`src/rtl/cubic_poly_pipe.sv`:
```
// Three-stage pipelined evaluator of P(x, c) = x^3 + 2*x^2 + c*x + c on 2-bit unsigned operands.
// Optional macro CUBIC_POLY_VALID_OUT_EN adds a result_valid output that flags each new result.
`timescale 1ns/1ps
module cubic_poly_pipe (
  input  logic       clk,
  input  logic       rst_n,
  input  logic [1:0] x_in,
  input  logic [1:0] x_in_c,
  output logic [5:0] result_out,
  input  logic       start
`ifdef CUBIC_POLY_VALID_OUT_EN
  ,
  output logic       result_valid
`endif
);

  logic [1:0] x_p0, c_p0;
  logic       vld_p0;
  logic [1:0] x_p1, c_p1;
  logic [3:0] sq_p1;
  logic       vld_p1;

  // Every term is widened to the 6-bit result before summing; P(3,3)=57 is the peak, so no wrap.
  function automatic logic [5:0] poly_sum(input logic [1:0] x, input logic [1:0] c,
                                          input logic [3:0] sq);
    logic [5:0] x6, c6, sq6;
    x6  = {4'b0000, x};
    c6  = {4'b0000, c};
    sq6 = {2'b00, sq};
    return (x6 * sq6) + (sq6 << 1) + (c6 * x6) + c6;
  endfunction

  // Stage 1: capture operands; bubbles keep the old operands so undriven inputs never enter
  always_ff @(posedge clk or negedge rst_n) begin
    if (!rst_n) begin
      x_p0   <= '0;
      c_p0   <= '0;
      vld_p0 <= 1'b0;
    end else begin
      vld_p0 <= start;
      if (start) begin
        x_p0 <= x_in;
        c_p0 <= x_in_c;
      end
    end
  end

  // Stage 2: square
  always_ff @(posedge clk or negedge rst_n) begin
    if (!rst_n) begin
      x_p1   <= '0;
      c_p1   <= '0;
      sq_p1  <= '0;
      vld_p1 <= 1'b0;
    end else begin
      x_p1   <= x_p0;
      c_p1   <= c_p0;
      sq_p1  <= {2'b00, x_p0} * {2'b00, x_p0};
      vld_p1 <= vld_p0;
    end
  end

  // Stage 3: final sum, updated only for accepted operands
  always_ff @(posedge clk or negedge rst_n) begin
    if (!rst_n) begin
      result_out <= '0;
    end else if (vld_p1) begin
      result_out <= poly_sum(x_p1, c_p1, sq_p1);
    end
  end

`ifdef CUBIC_POLY_VALID_OUT_EN
  logic vld_p2;

  always_ff @(posedge clk or negedge rst_n) begin
    if (!rst_n) vld_p2 <= 1'b0;
    else        vld_p2 <= vld_p1;
  end

  assign result_valid = vld_p2;
`endif

endmodule

```
`config.mk`:
```
export PLATFORM = sky130hd
export DESIGN_NAME = cubic_poly_pipe
export DESIGN_NICKNAME = d
export VERILOG_FILES = /design/src/rtl/cubic_poly_pipe.sv
export SDC_FILE = /design/constraint.sdc
export NUM_CORES = 1
export LEC_CHECK = 0
export BUFFER_PORTS_ARGS = -buffer_cell sky130_fd_sc_hd__buf_2
export CAP_MARGIN = 20
export CORE_MARGIN = 1
export CORE_UTILIZATION = 44
export DETAILED_ROUTE_END_ITERATION = 16
export PLACE_DENSITY = 0.66
export SLEW_MARGIN = 20
export SYNTH_ARGS = -nofsm -noshare
export SYNTH_HDL_FRONTEND = slang
export SYNTH_SLANG_ARGS = --single-unit
```
`constraint.sdc`:
```
create_clock -name clk -period 2.9 [get_ports clk]
set_clock_uncertainty 0.2 [all_clocks]
set_input_delay 0.58 -clock clk [delete_from_list [all_inputs] [get_ports clk]]
set_output_delay 0.58 -clock clk [all_outputs]
set_load 0.02 [all_outputs]
```
==> impl_metrics.toml, run 1 <==
[status]
status = "finished, final reports clean"

[critical_path]
path_common_cell = "fa_2"
critPathKind = "register to register"
worst_path_max_delay_cell = "fa_1"
r2r_end = "result_out[4]"
crit_start = "sq_p1[0]"
slowest_delay_ns = 0.51
endpoint_kind = "register"
cp.buffers_inverters = 1
critPathLaunchType = "register"
required_ns = 2.87
worstPathMaxFanout = 4
rrSetupSlack_ns = 0.02
critPathTopFamily = "adder cells"
crit_arrival_ns = 2.84
crit_end = "result_out[4]"
worstPathCellList = "nand2_2, fa_2, fa_2, fa_1, inv_2, ha_4, and4bb_1, a311oi_2, o211ai_1"
worst-path-stages = 9
critical_path.reg2reg.startpoint = "sq_p1[0]"
rr_worst_depth = 9

[cts]
clock_path_buffers = 2
cts_sinks = 18
clk_latency_ns = 0.29
cts_made_buffers = 3
cts_max_level = 1
clockRootBuffer = "clkbuf_4"
clk_pin_slew_ns = 0.10
cts_tree = "yes"

[synth]
netlist_area_mm2 = 0.001008
synthCells = 87
avgSynthCellArea_um2 = 11.59
synth.yosys.seq_area_share_pct = 44.67
async_reset_ff_share_pct = 100.0
ys_warn_count = 0
synth_edf_count = 0
ys_types = 20
ys_ff_latch = 18
yosys_most_used_dff = "dfrtp_1"

[die]
dieArea_mm2 = 0.002488
boundaryPins = 13
rows = 16
die_width_um = 49.88
initial_core_util_pct = 48.91
die_h_um = 49.88
core-area_mm2 = 0.002062

[timing]
tightest_slew_ns = 0.5064
finalWorstPathRequiredPeriod_ns = 2.877
tns_ns = 0
setup_viol = 0
slew-limit-headroom_pct = 66.24
final_max_slew_viol_count = 0
rsz0062_at_grt = "true"
fmax_ghz = 0.3476
hold_slack_ns = 0.1551
finalCritPeriodShare_pct = 99.20
hold_viol = 0

[power]
ir_worst_vdd_v = 0.0005876
power.leakage_uw = 0.0005738
powerDensity_mw_per_mm2 = 696.1

[global_routing]
grt_pass1_wl_mm = 2.787
grt_pass1_vias = 652
grt-ovfl-total = 0
antenna_found_initial = 0
grt_max_degree = 19
track_usage_pct = 15.24

[final_layout]
final_layout_size_suffix_gt1_share_pct = 36.70
fill_cells = 160
multiInputGateArea_um2 = 540.5
area_growth_pct = 21.46
final_cell_mix = "18 x dfrtp_1, 13 x inv_1, 12 x buf_2, 6 x mux2_2"
antenna_cells = 0
layout_commonest_cell = "dfrtp_1"
nets = 131
seq_area_um2 = 450.4
postLayoutCoreUtil_pct = 59.41

[detailed_routing]
drtPass1Iterations = 4
wl_per_cell_um = 11.74
drt_iter0_drc = 2
viasPerCell = 4.846
drc = 0
num_vias = 659
wl_mm = 1.597
antenna_left = 0

[hold_path]
hold_depth = 0
min_path_type = "register to register"

[placed_design]
hpwl_mm = 1.266
io_buffers = 12
place.gp.congestion = 0.7732

[flow_run]
drv_cap = 0
[what timing repair did]
action	in CTS	in global routing
hold endpoints to repair	8	0
pin swaps	0	8
hold buffers	1	0
buffers inserted	1	1
endpoints found under the setup margin	2	4
resized for setup	2	8
[synth_stat cells (2+ instances only)]
cell type	count	area, µm²
ha_1	7	87.58
fa_1	7	140.1
nor2b_1	3	18.77
nor2_1	5	18.77
inv_1	15	56.30
a21oi_1	4	20.02
dfrtp_1	18	450.4
nand3_1	3	15.01
and2_1	3	18.77
o211ai_1	2	15.01
mux2_2	6	67.56
nand2_1	6	22.52
[worst min-delay path by stage]
stage,from,to,slack (ns)
after floorplan,rst_n,c_p0[0],0.08
after CTS,vld_p0,vld_p1,0.16
after global placement,vld_p0,vld_p1,0.13
after global routing,vld_p0,vld_p1,0.16
after detailed placement,vld_p0,vld_p1,0.14
final,vld_p0,vld_p1,0.16
[metal layers]
metal / share of wire [%] / up-vias / track usage (%)
met5: 0 / - / 0
met4: 0.25 / 0 / 5.714
met3: 2.1 / 2 / 2.778
met2: 49 / 7 / 24.10
met1: 49 / 325 / 20.77
li1: - / 325 / -
[per-stage QoR]
| step | power (µW) | instances | setup WS (ns) | instance area (µm²) |
|---|---|---|---|---|
| final | 852.7 | 136 | 0.02311 | 1225 |
| after detailed placement | 671.6 | 129 | -0.05761 | 1132 |
| after floorplan | 575.2 | 88 | 0.01811 | 1027 |
| after global placement | 663.5 | 129 | -0.009289 | 1132 |
| after CTS | 829.5 | 135 | -0.02447 | 1191 |
| after global routing | 926.3 | 136 | -0.06386 | 1225 |
[worst register-to-register path, cell delays in order (launching register included)]
cell,delay (ns)
dfrtp_1,0.43
nand2_2,0.08
fa_2,0.40
fa_2,0.34
fa_1,0.51
inv_2,0.05
ha_4,0.26
and4bb_1,0.19
a311oi_2,0.18
o211ai_1,0.13
[cells by family (layout without fill, tap and decap cells)]
logic type               after synthesis  count (layout)  share of synthesized area, %
AND/OR/NAND/NOR                       23              23                         12.28
flip-flops                            18              18                         44.66
buffers and inverters                 16              37                         6.699
adder cells (fa/ha/maj)               14              14                         22.58
AO/OA/AOI/OAI                          8               8                         5.831
multiplexers                           6               6                         6.699
other                                  1               2                        0.3719
XOR/XNOR                               1               1                        0.8686
[cell type report]
| class | count | area share (%) |
|---|---|---|
| well taps | 27 | 2.758 |
| flip-flops and latches | 18 | 36.77 |
| clock buffers | 4 | 2.962 |
| repair buffers | 18 | 8.784 |
| multi-input cells | 54 | 44.13 |
| inverters | 15 | 4.597 |
[report_power, final]
part / internal [µW] / total [µW] / leakage (µW) / switching [µW]
sequential: 300 / 329 / 0.000213 / 28.5
clock: 76.4 / 151 / 0.0000210 / 74.6
combinational: 176 / 373 / 0.000340 / 197
total: 552 / 853 / 0.000574 / 300
[registers in the layout, indices dropped and copies added, names as in the netlist]
| name | cells |
|---|---|
| c_p0 | 2 |
| c_p1 | 2 |
| vld_p1 | 1 |
| result_out | 6 |
| x_p1 | 1 |
| vld_p0 | 1 |
| sq_p1 | 3 |
| x_p0 | 2 |
Note: power is estimated with default switching activity, not from simulation.
==> run 2: changes to the inputs <==
--- a/config.mk
+++ b/config.mk
@@ -10,7 +10,7 @@
 export CORE_MARGIN = 1
 export CORE_UTILIZATION = 44
 export DETAILED_ROUTE_END_ITERATION = 16
-export PLACE_DENSITY = 0.66
+export PLACE_DENSITY_LB_ADDON = 0.12
 export SLEW_MARGIN = 20
 export SYNTH_ARGS = -nofsm -noshare
 export SYNTH_HDL_FRONTEND = slang
==> impl_metrics.toml, run 2 (synthesis results as in run 1) <==
[cts]
clockRootBuffer = "clkbuf_4"
cts_tree = "yes"
cts_sinks = 18
cts_max_level = 1
clk_pin_slew_ns = 0.10
cts_made_buffers = 3
clk_latency_ns = 0.29
clock_path_buffers = 2

[die]
initial_core_util_pct = 48.91
die_h_um = 49.88
rows = 16
dieArea_mm2 = 0.002488
die_width_um = 49.88
core-area_mm2 = 0.002062
boundaryPins = 13

[detailed_routing]
viasPerCell = 4.681
drtPass1Iterations = 1
wl_per_cell_um = 11.75
drt_iter0_drc = 0
antenna_left = 0
drc = 0
wl_mm = 1.622
num_vias = 646

[final_layout]
largest_reg_flops = 6
nets = 133
final_cell_mix = "18 x dfrtp_1, 13 x inv_1, 12 x buf_2, 7 x buf_4"
postLayoutCoreUtil_pct = 59.28
fill_cells = 183
area_growth_pct = 21.22
antenna_cells = 0
largest-register = "result_out"
final_layout_size_suffix_gt1_share_pct = 35.14
largest_registers = "result_out (6), sq_p1 (3)"
layout_commonest_cell = "dfrtp_1"

[power]
pwr-share-seq_pct = 39.0
p_int_uw = 543.3
powerDensity_mw_per_mm2 = 687.7
combPwrFrac_pct = 42.8
fin_total_pwr_uw = 840.6
power.leakage_uw = 0.0005851
switching_share_pct = 35.37
pwr-share-clk_pct = 18.1
p_sw_uw = 297.3
ir_worst_vdd_v = 0.0005040

[global_routing]
top_usage_layer = "met2"
grt_pass1_wl_mm = 2.829
grt_max_degree = 19
grt_pass1_vias = 662
grt_use_met3_pct = 1.852
met1_usage_pct = 20.77
track_usage_pct = 15.57
grt_util_met2_pct = 25.23
antenna_found_initial = 0
grt-ovfl-total = 0

[timing]
fmax_ghz = 0.3448
tightest_slew_ns = 0.5125
final_max_slew_viol_count = 0
setup_viol = 0
hold_viol = 0
rsz0062_at_grt = "true"
finalWorstPathRequiredPeriod_ns = 2.900
finalCritPeriodShare_pct = 99.99
slew-limit-headroom_pct = 65.84

[critical_path]
worst_path_max_delay_cell = "fa_1"
slowest_delay_ns = 0.49
critPathLaunchType = "register"
endpoint_kind = "register"
worstPathCellList = "nand2_2, fa_2, fa_2, fa_1, inv_1, ha_4, and4bb_1, a311oi_2, o211ai_1"
critPathKind = "register to register"
required_ns = 2.87
critPathTopFamily = "adder cells"
worstPathMaxFanout = 4
path_common_cell = "fa_2"
crit_arrival_ns = 2.87
cp.buffers_inverters = 1

[hold_path]
min_path_type = "register to register"

[flow_run]
drv_cap = 0

[placed_design]
io_buffers = 12
place.gp.congestion = 0.7291
hpwl_mm = 1.255

[status]
status = "finished, final reports clean"
run 2: cell type report:
| type | instances | area [µm²] | area share (%) |
|---|---|---|---|
| Clock buffer | 4 | 36.28 | 2.968 |
| Tap cell | 27 | 33.78 | 2.764 |
| Multi-Input combinational cell | 54 | 523.0 | 42.78 |
| Sequential cell | 18 | 450.4 | 36.85 |
| Timing Repair Buffer | 20 | 122.6 | 10.03 |
| Inverter | 15 | 56.30 | 4.606 |
run 2: path summary, 6_finish.rpt:
| check | from | to | slack (ns) | depth (start not counted) |
|---|---|---|---|---|
| min in group asynchronous | rst_n | result_out[3] | 0.53 | 2 |
| worst max register to register | c_p1[0] | result_out[4] | 0.0002 | 9 |
| worst min-delay path | vld_p0 | vld_p1 | 0.17 | 0 |
| max in group asynchronous | rst_n | sq_p1[0] | 1.69 | 2 |
| worst max-delay path | c_p1[0] | result_out[4] | 0.0002 | 9 |
| worst min register to register | vld_p0 | vld_p1 | 0.17 | 0 |
run 2: layer usage:
layer	vias up	share of wire, %	routed length [µm]
met2	6	48	780
li1	331	-	-
met3	2	1.7	28
met1	307	49	799
met4	0	0.80	13
met5	-	0	0
run 2: worst register-to-register path: cells and delay by family, from the launching register on:
family / cells / cell delay (ns)
simple gates: 2 / 0.28
compound gates: 2 / 0.31
buf+inv: 1 / 0.07
fa+ha+maj: 4 / 1.52
flops: 1 / 0.40
run 2: per-stage QoR:
step	setup TNS, ns	hold WS [ns]	setup slack, ns	std cells	area, µm²
after floorplan	0	0.08441	0.01811	88	1027
after global placement	0	0.1365	0.03945	131	1147
after detailed placement	-0.04269	0.1470	-0.04269	131	1147
after CTS	0	0.1735	0.002950	138	1211
after global routing	-0.1814	0.1745	-0.1001	138	1222
final	0	0.1680	0.0001643	138	1222
run 2: what timing repair did:
| item | CTS | global route |
|---|---|---|
| setup buffers | 2 | 0 |
| hold buffers | 1 | 0 |
| gates cloned | 0 | 0 |
| gates resized for setup | 1 | 6 |
| endpoints found under the setup margin | 1 | 4 |
| hold endpoints to repair | 8 | 0 |
| pin swaps | 0 | 3 |
run 2: power by group through the flow:
stage	Clock (µW)	Sequential [µW]	Combinational (µW)
after floorplan	0	374	202
after global placement	0	331	335
after detailed placement	0	333	348
after CTS	163	327	356
after global routing	167	333	405
final	152	328	360
